[config.mk]
export PLATFORM = sky130hd
export DESIGN_NAME = mul_share_sched
export DESIGN_NICKNAME = d
export VERILOG_FILES = /design/src/rtl/mul_share_sched.sv
export SDC_FILE = /design/constraint.sdc
export NUM_CORES = 2
export LEC_CHECK = 0
export CORE_MARGIN = 2
export CORE_UTILIZATION = 55
export DETAILED_ROUTE_END_ITERATION = 8
export PLACE_DENSITY_LB_ADDON = 0.08
export SYNTH_ARGS = -nofsm -noshare
export SYNTH_HDL_FRONTEND = slang
export SYNTH_SLANG_ARGS = --single-unit
[constraint.sdc]
create_clock -name sys_clk -period 28.8 [get_ports sys_clk]
set_input_delay 2.88 -clock sys_clk [delete_from_list [all_inputs] [get_ports sys_clk]]
set_output_delay 2.88 -clock sys_clk [all_outputs]
set_load 0.02 [all_outputs]
[src/rtl/mul_share_sched.sv]
// Round-robin scheduler sharing one pipelined multiplier among NUM_REQ requesters.
// Results return in issue order, MUL_LAT cycles after the grant, tagged one-hot.
module mul_share_sched #(
  parameter int unsigned NUM_REQ = 4,
  parameter int unsigned WIDTH   = 32,
  parameter int unsigned MUL_LAT = 5
) (
  input  logic                       sys_clk,
  input  logic                       sys_rst_n,
  input  logic                       en,
  input  logic [NUM_REQ-1:0]         req,
  input  logic [NUM_REQ*WIDTH-1:0]   a_in,
  input  logic [NUM_REQ*WIDTH-1:0]   b_in,
  output logic [NUM_REQ-1:0]         gnt,
  output logic [NUM_REQ-1:0]         rsp_valid,
  output logic [WIDTH-1:0]           rsp_data,
  output logic                       busy,
  output logic                       idle
);

  localparam int unsigned PW = (NUM_REQ > 1) ? $clog2(NUM_REQ) : 1;
  localparam int unsigned CW = $clog2(MUL_LAT + 1);

  typedef enum logic [1:0] {StIdle, StActive, StDrain} state_e;

  state_e            state_q;
  logic [PW-1:0]     rr_ptr_q;
  logic [CW-1:0]     cnt_q;
  logic [NUM_REQ-1:0] tag_q  [MUL_LAT];
  logic [WIDTH-1:0]  data_q [MUL_LAT];

  logic              issue;
  logic              done;
  logic [PW-1:0]     gnt_idx;
  logic [WIDTH-1:0]  a_sel;
  logic [WIDTH-1:0]  b_sel;
  logic [WIDTH-1:0]  prod;

  // Search upward from rr_ptr with wrap; first requester found wins.
  always_comb begin
    int            idx;
    logic [PW-1:0] idx_b;
    gnt     = '0;
    gnt_idx = '0;
    issue   = 1'b0;
    idx     = 0;
    idx_b   = '0;
    if (state_q == StActive && en) begin
      for (int i = 0; i < int'(NUM_REQ); i++) begin
        idx   = (int'(rr_ptr_q) + i) % int'(NUM_REQ);
        idx_b = idx[PW-1:0];
        if (!issue && req[idx_b]) begin
          issue   = 1'b1;
          gnt_idx = idx_b;
        end
      end
      if (issue) gnt[gnt_idx] = 1'b1;
    end
  end

  always_comb begin
    a_sel = a_in[gnt_idx*WIDTH +: WIDTH];
    b_sel = b_in[gnt_idx*WIDTH +: WIDTH];
    prod  = a_sel * b_sel;
  end

  assign done = |rsp_valid;

  always_ff @(posedge sys_clk or negedge sys_rst_n) begin
    if (!sys_rst_n) begin
      state_q  <= StIdle;
      rr_ptr_q <= '0;
      cnt_q    <= '0;
    end else begin
      if (issue) begin
        rr_ptr_q <= (gnt_idx == PW'(NUM_REQ - 1)) ? '0 : gnt_idx + 1'b1;
      end
      if (issue && !done) begin
        cnt_q <= cnt_q + CW'(1);
      end else if (!issue && done) begin
        cnt_q <= cnt_q - CW'(1);
      end
      unique case (state_q)
        StIdle:   if (en) state_q <= StActive;
        StActive: if (!en) state_q <= (cnt_q != '0) ? StDrain : StIdle;
        StDrain: begin
          if (en) state_q <= StActive;
          else if (cnt_q == '0) state_q <= StIdle;
        end
        default:  state_q <= StIdle;
      endcase
    end
  end

  // Tag doubles as the valid bit; data is zeroed alongside so rsp_data is 0 when idle.
  always_ff @(posedge sys_clk or negedge sys_rst_n) begin
    if (!sys_rst_n) begin
      for (int i = 0; i < int'(MUL_LAT); i++) begin
        tag_q[i]  <= '0;
        data_q[i] <= '0;
      end
    end else begin
      tag_q[0]  <= gnt;
      data_q[0] <= issue ? prod : '0;
      for (int i = 1; i < int'(MUL_LAT); i++) begin
        tag_q[i]  <= tag_q[i-1];
        data_q[i] <= data_q[i-1];
      end
    end
  end

  assign rsp_valid = tag_q[MUL_LAT-1];
  assign rsp_data  = data_q[MUL_LAT-1];
  assign busy      = (cnt_q != '0);
  assign idle      = (state_q == StIdle);

endmodule

==> tab_implementation.tex <==
\begin{tabular}{lr}
\hline
Metric & Value \\
\hline
\multicolumn{2}{l}{\textbf{Place}} \\
Port bufs & 304 \\
Estimated wirelength of the detail-placed design & 54080 um \\
Final GP Congestion & 0.9526 \\
\multicolumn{2}{l}{\textbf{Timing}} \\
Unrepaired setup endpoints after global routing & no \\
Slew @ Worst Pin & 1.190 ns \\
Maximum achievable frequency & 0.07574 GHz \\
Final number of setup-violating endpoints & 0 \\
Hold Fails Final Rpt & 0 \\
Number of slew-limit violations in the final report & 0 \\
Minimum period implied by the final worst setup slack & 13.20 ns \\
Clock tree skew after final layout & 0.01060 ns \\
Tcrit/Tclk final & 45.84\% \\
Sum Neg Setup Slack & 0 ns \\
Remaining max-slew budget at the tightest pin & 20.65\% \\
\multicolumn{2}{l}{\textbf{Layout}} \\
Most common cell after layout, fill and taps aside & sky130\_fd\_sc\_hd\_\_fa\_1 \\
Final cell utilization of the core & 65.18\% \\
Signed area change from the synthesized netlist to the final layout & 16.89\% \\
Layout cells sized above 1 & 5.878\% \\
Final Net Count & 3318 \\
Top library cells by usage in the layout, fill and taps aside & 409 x sky130\_fd\_sc\_hd\_\_fa\_1, 385 x sky130\_fd\_sc\_hd\_\_inv\_1, 359 x sky130\_fd\_sc\_hd\_\_nor2\_1 \\
\multicolumn{2}{l}{\textbf{GRT}} \\
Number of global-route vias before repair & 18690 \\
GR met1 Demand/Resource & 40.41\% \\
Met2 track demand over resource & 54.85\% \\
Antenna violations before repair & 4 \\
First-pass GRT wire length & 105300 um \\
Total global routing overflow & 0 \\
Maximum number of pins on one net before global-route repair & 139 \\
GR Util All Layers & 32.34\% \\
Most used routing layer & met2 \\
Grt met3 use & 7.368\% \\
\multicolumn{2}{l}{\textbf{Clock network}} \\
Total clock sinks & 187 \\
CTS tree & built \\
Clock input transition at the sequential cells of the worst setup and hold paths & 0.07 ns \\
Worst-Skew Late Latency & 0.45 ns \\
H-tree Lvls & 4 \\
Total of hold buffers inserted after clock tree synthesis & 0 \\
Clock Tree Buf Depth & 2 \\
Clk root buf & sky130\_fd\_sc\_hd\_\_clkbuf\_16 \\
Post-cts repair resize count & 0 \\
Number of buffers added for setup after CTS & 0 \\
TritonCTS Buffers & 17 \\
\multicolumn{2}{l}{\textbf{Synthesis}} \\
Cell types with the largest area share after synthesis & sky130\_fd\_sc\_hd\_\_fa\_1 36\%, sky130\_fd\_sc\_hd\_\_dfrtp\_1 21\%, sky130\_fd\_sc\_hd\_\_ha\_1 6.8\%, sky130\_fd\_sc\_hd\_\_inv\_1 6.3\%, sky130\_fd\_sc\_hd\_\_nor2\_1 5.9\% \\
Sequential element share of the synthesized area & 20.55\% \\
Synth unique cells & 63 \\
Number of enable-type register cells in the synthesized netlist & 0 \\
Async set or reset register ratio after synthesis & 100.0\% \\
Yosys warns & 0 \\
Proportion of netlist area held by the largest area contributor & 35.96\% \\
Mean post-synth cell area & 9.933 um2 \\
Gate count of the mapped netlist & 2292 \\
Post-synthesis sequential element count & 187 \\
Prevailing post-synth register cell & sky130\_fd\_sc\_hd\_\_dfrtp\_1 \\
Post-synthesis instance area & 22770 um2 \\
Library cell occupying the most area in the post-synthesis netlist & sky130\_fd\_sc\_hd\_\_fa\_1 \\
Post-synthesis net count & 3088 \\
\multicolumn{2}{l}{\textbf{Drt}} \\
DRC Markers & 0 \\
Final ANT Viol Nets & 0 \\
Total routed wirelength & 66100 um \\
Via density per instance & 5.413 \\
Wire per inst & 21.52 um \\
DRC violation total after the first TritonRoute iteration & 1314 \\
Number of detailed-routing iterations run before antenna repair & 5 \\
Via count & 16620 \\
\multicolumn{2}{l}{\textbf{Floorplan}} \\
Number of core rows & 74 \\
Die footprint & 43040 um2 \\
Starting utilization of the core area & 55.76\% \\
Number of placed I/O pins & 305 \\
Overall die height & 207.5 um \\
Core area & 40830 um2 \\
Die width & 207.5 um \\
\multicolumn{2}{l}{\textbf{Worst hold path}} \\
Type of the most critical hold path & reg2reg \\
\multicolumn{2}{l}{\textbf{Critical path}} \\
Cell with the biggest individual delay on the critical path & sky130\_fd\_sc\_hd\_\_a32oi\_2 \\
Critical path launch point type & input pin \\
Delay contributed by the slowest stage of the critical path & 0.82 ns \\
WP data required & 29.11 ns \\
Classification of the worst setup path & in2reg \\
Crit path capture type & flip-flop \\
Data arrival time at the worst-slack endpoint & 13.52 ns \\
Most prevalent standard cell on the critical path & sky130\_fd\_sc\_hd\_\_fa\_1 \\
Maximum fanout count along the critical path & 71 \\
\multicolumn{2}{l}{\textbf{Run}} \\
Count of max-cap constraint violations & 0 \\
\multicolumn{2}{l}{\textbf{Status}} \\
Run status & finished clean \\
\hline
\end{tabular}
[metrics by stage]
step                area [um2]  instances  hold slack, ns  worst slack, ns
detailed placement       25990       3035          0.3347            15.38
global placement         25990       3035          0.3315            15.62
floorplan                22770       2292          0.3312            16.62
CTS                      26600       3067          0.3466            15.84
finish                   26610       3071          0.3457            15.60
global route             26610       3070          0.3493            15.12
[critical path: cells and delay by family]
kind,cells,cell delay [ns]
fa+ha+maj,9,4.09
compound gates,10,3.66
simple gates,6,1.14
xor+xnor,1,0.16
buf+inv,7,1.51
[layer usage]
layer,vias up,part of all wire [%],wire length (um)
met2,626,49,32670
met1,8455,39,26100
met5,-,0.021,14
met4,2,3.7,2449
li1,7389,-,-
met3,151,7.3,4857
[synthesized netlist by cell type, drive strengths merged, types with 3 or more instances]
master,instances
fa,409
inv,385
nor2,361
nand2,228
dfrtp,187
ha,124
mux2i,95
buf,73
clkbuf,59
xnor2,54
a21oi,44
nand2b,41
or2,33
mux2,29
xor2,24
a32o,22
a32oi,14
nor3,12
a21o,11
nor2b,11
o21ai,11
a211oi,8
and2,5
o21a,5
a31oi,4
and3,4
nand3,4
nor3b,4
xnor3,4
a21boi,3
or3,3
[final timing paths]
| kind | slack (ns) | startpoint | endpoint | depth (start not counted) |
|---|---|---|---|---|
| min | 0.35 | data_q[36] | rsp_data[4] | 0 |
| min in group asynchronous | 2.53 | sys_rst_n | state_q[1] | 1 |
| min reg2reg | 0.35 | data_q[36] | rsp_data[4] | 0 |
| max reg2reg | 18.12 | rr_ptr_q[0] | data_q[158] | 32 |
| max | 15.60 | req[1] | data_q[158] | 33 |
| max in group asynchronous | 24.86 | sys_rst_n | data_q[152] | 2 |
[layout make-up]
| type | count | area, um2 |
|---|---|---|
| Multi-Input combinational cell | 1588 | 15850 |
| Fill cell | 3310 | 14220 |
| Clock buffer | 17 | 425.4 |
| Timing Repair Buffer | 343 | 3352 |
| Antenna cell | 4 | 10.01 |
| Sequential cell | 187 | 4679 |
| Tap cell | 532 | 665.6 |
| Inverter | 385 | 1445 |
| Clock inverter | 15 | 183.9 |
[cell families after synthesis]
family	count (synthesis)	synth area share, %
adder cells (fa/ha/maj)	533	42.78
multiplexers	125	5.814
buffers and inverters	517	9.870
AO/OA/AOI/OAI	132	4.281
XOR/XNOR	82	3.396
flip-flops	187	20.55
AND/OR/NAND/NOR	716	13.31
[sequential cells by signal, summed over array words and instances, names as in the netlist]
signal,cells
tag_q,16
rsp_data,32
rsp_valid,4
data_q,128
cnt_q,3
state_q,2
rr_ptr_q,2
Power is not shown: default switching activity piles up to over one toggle a cycle in this logic, so the estimate is an artifact.
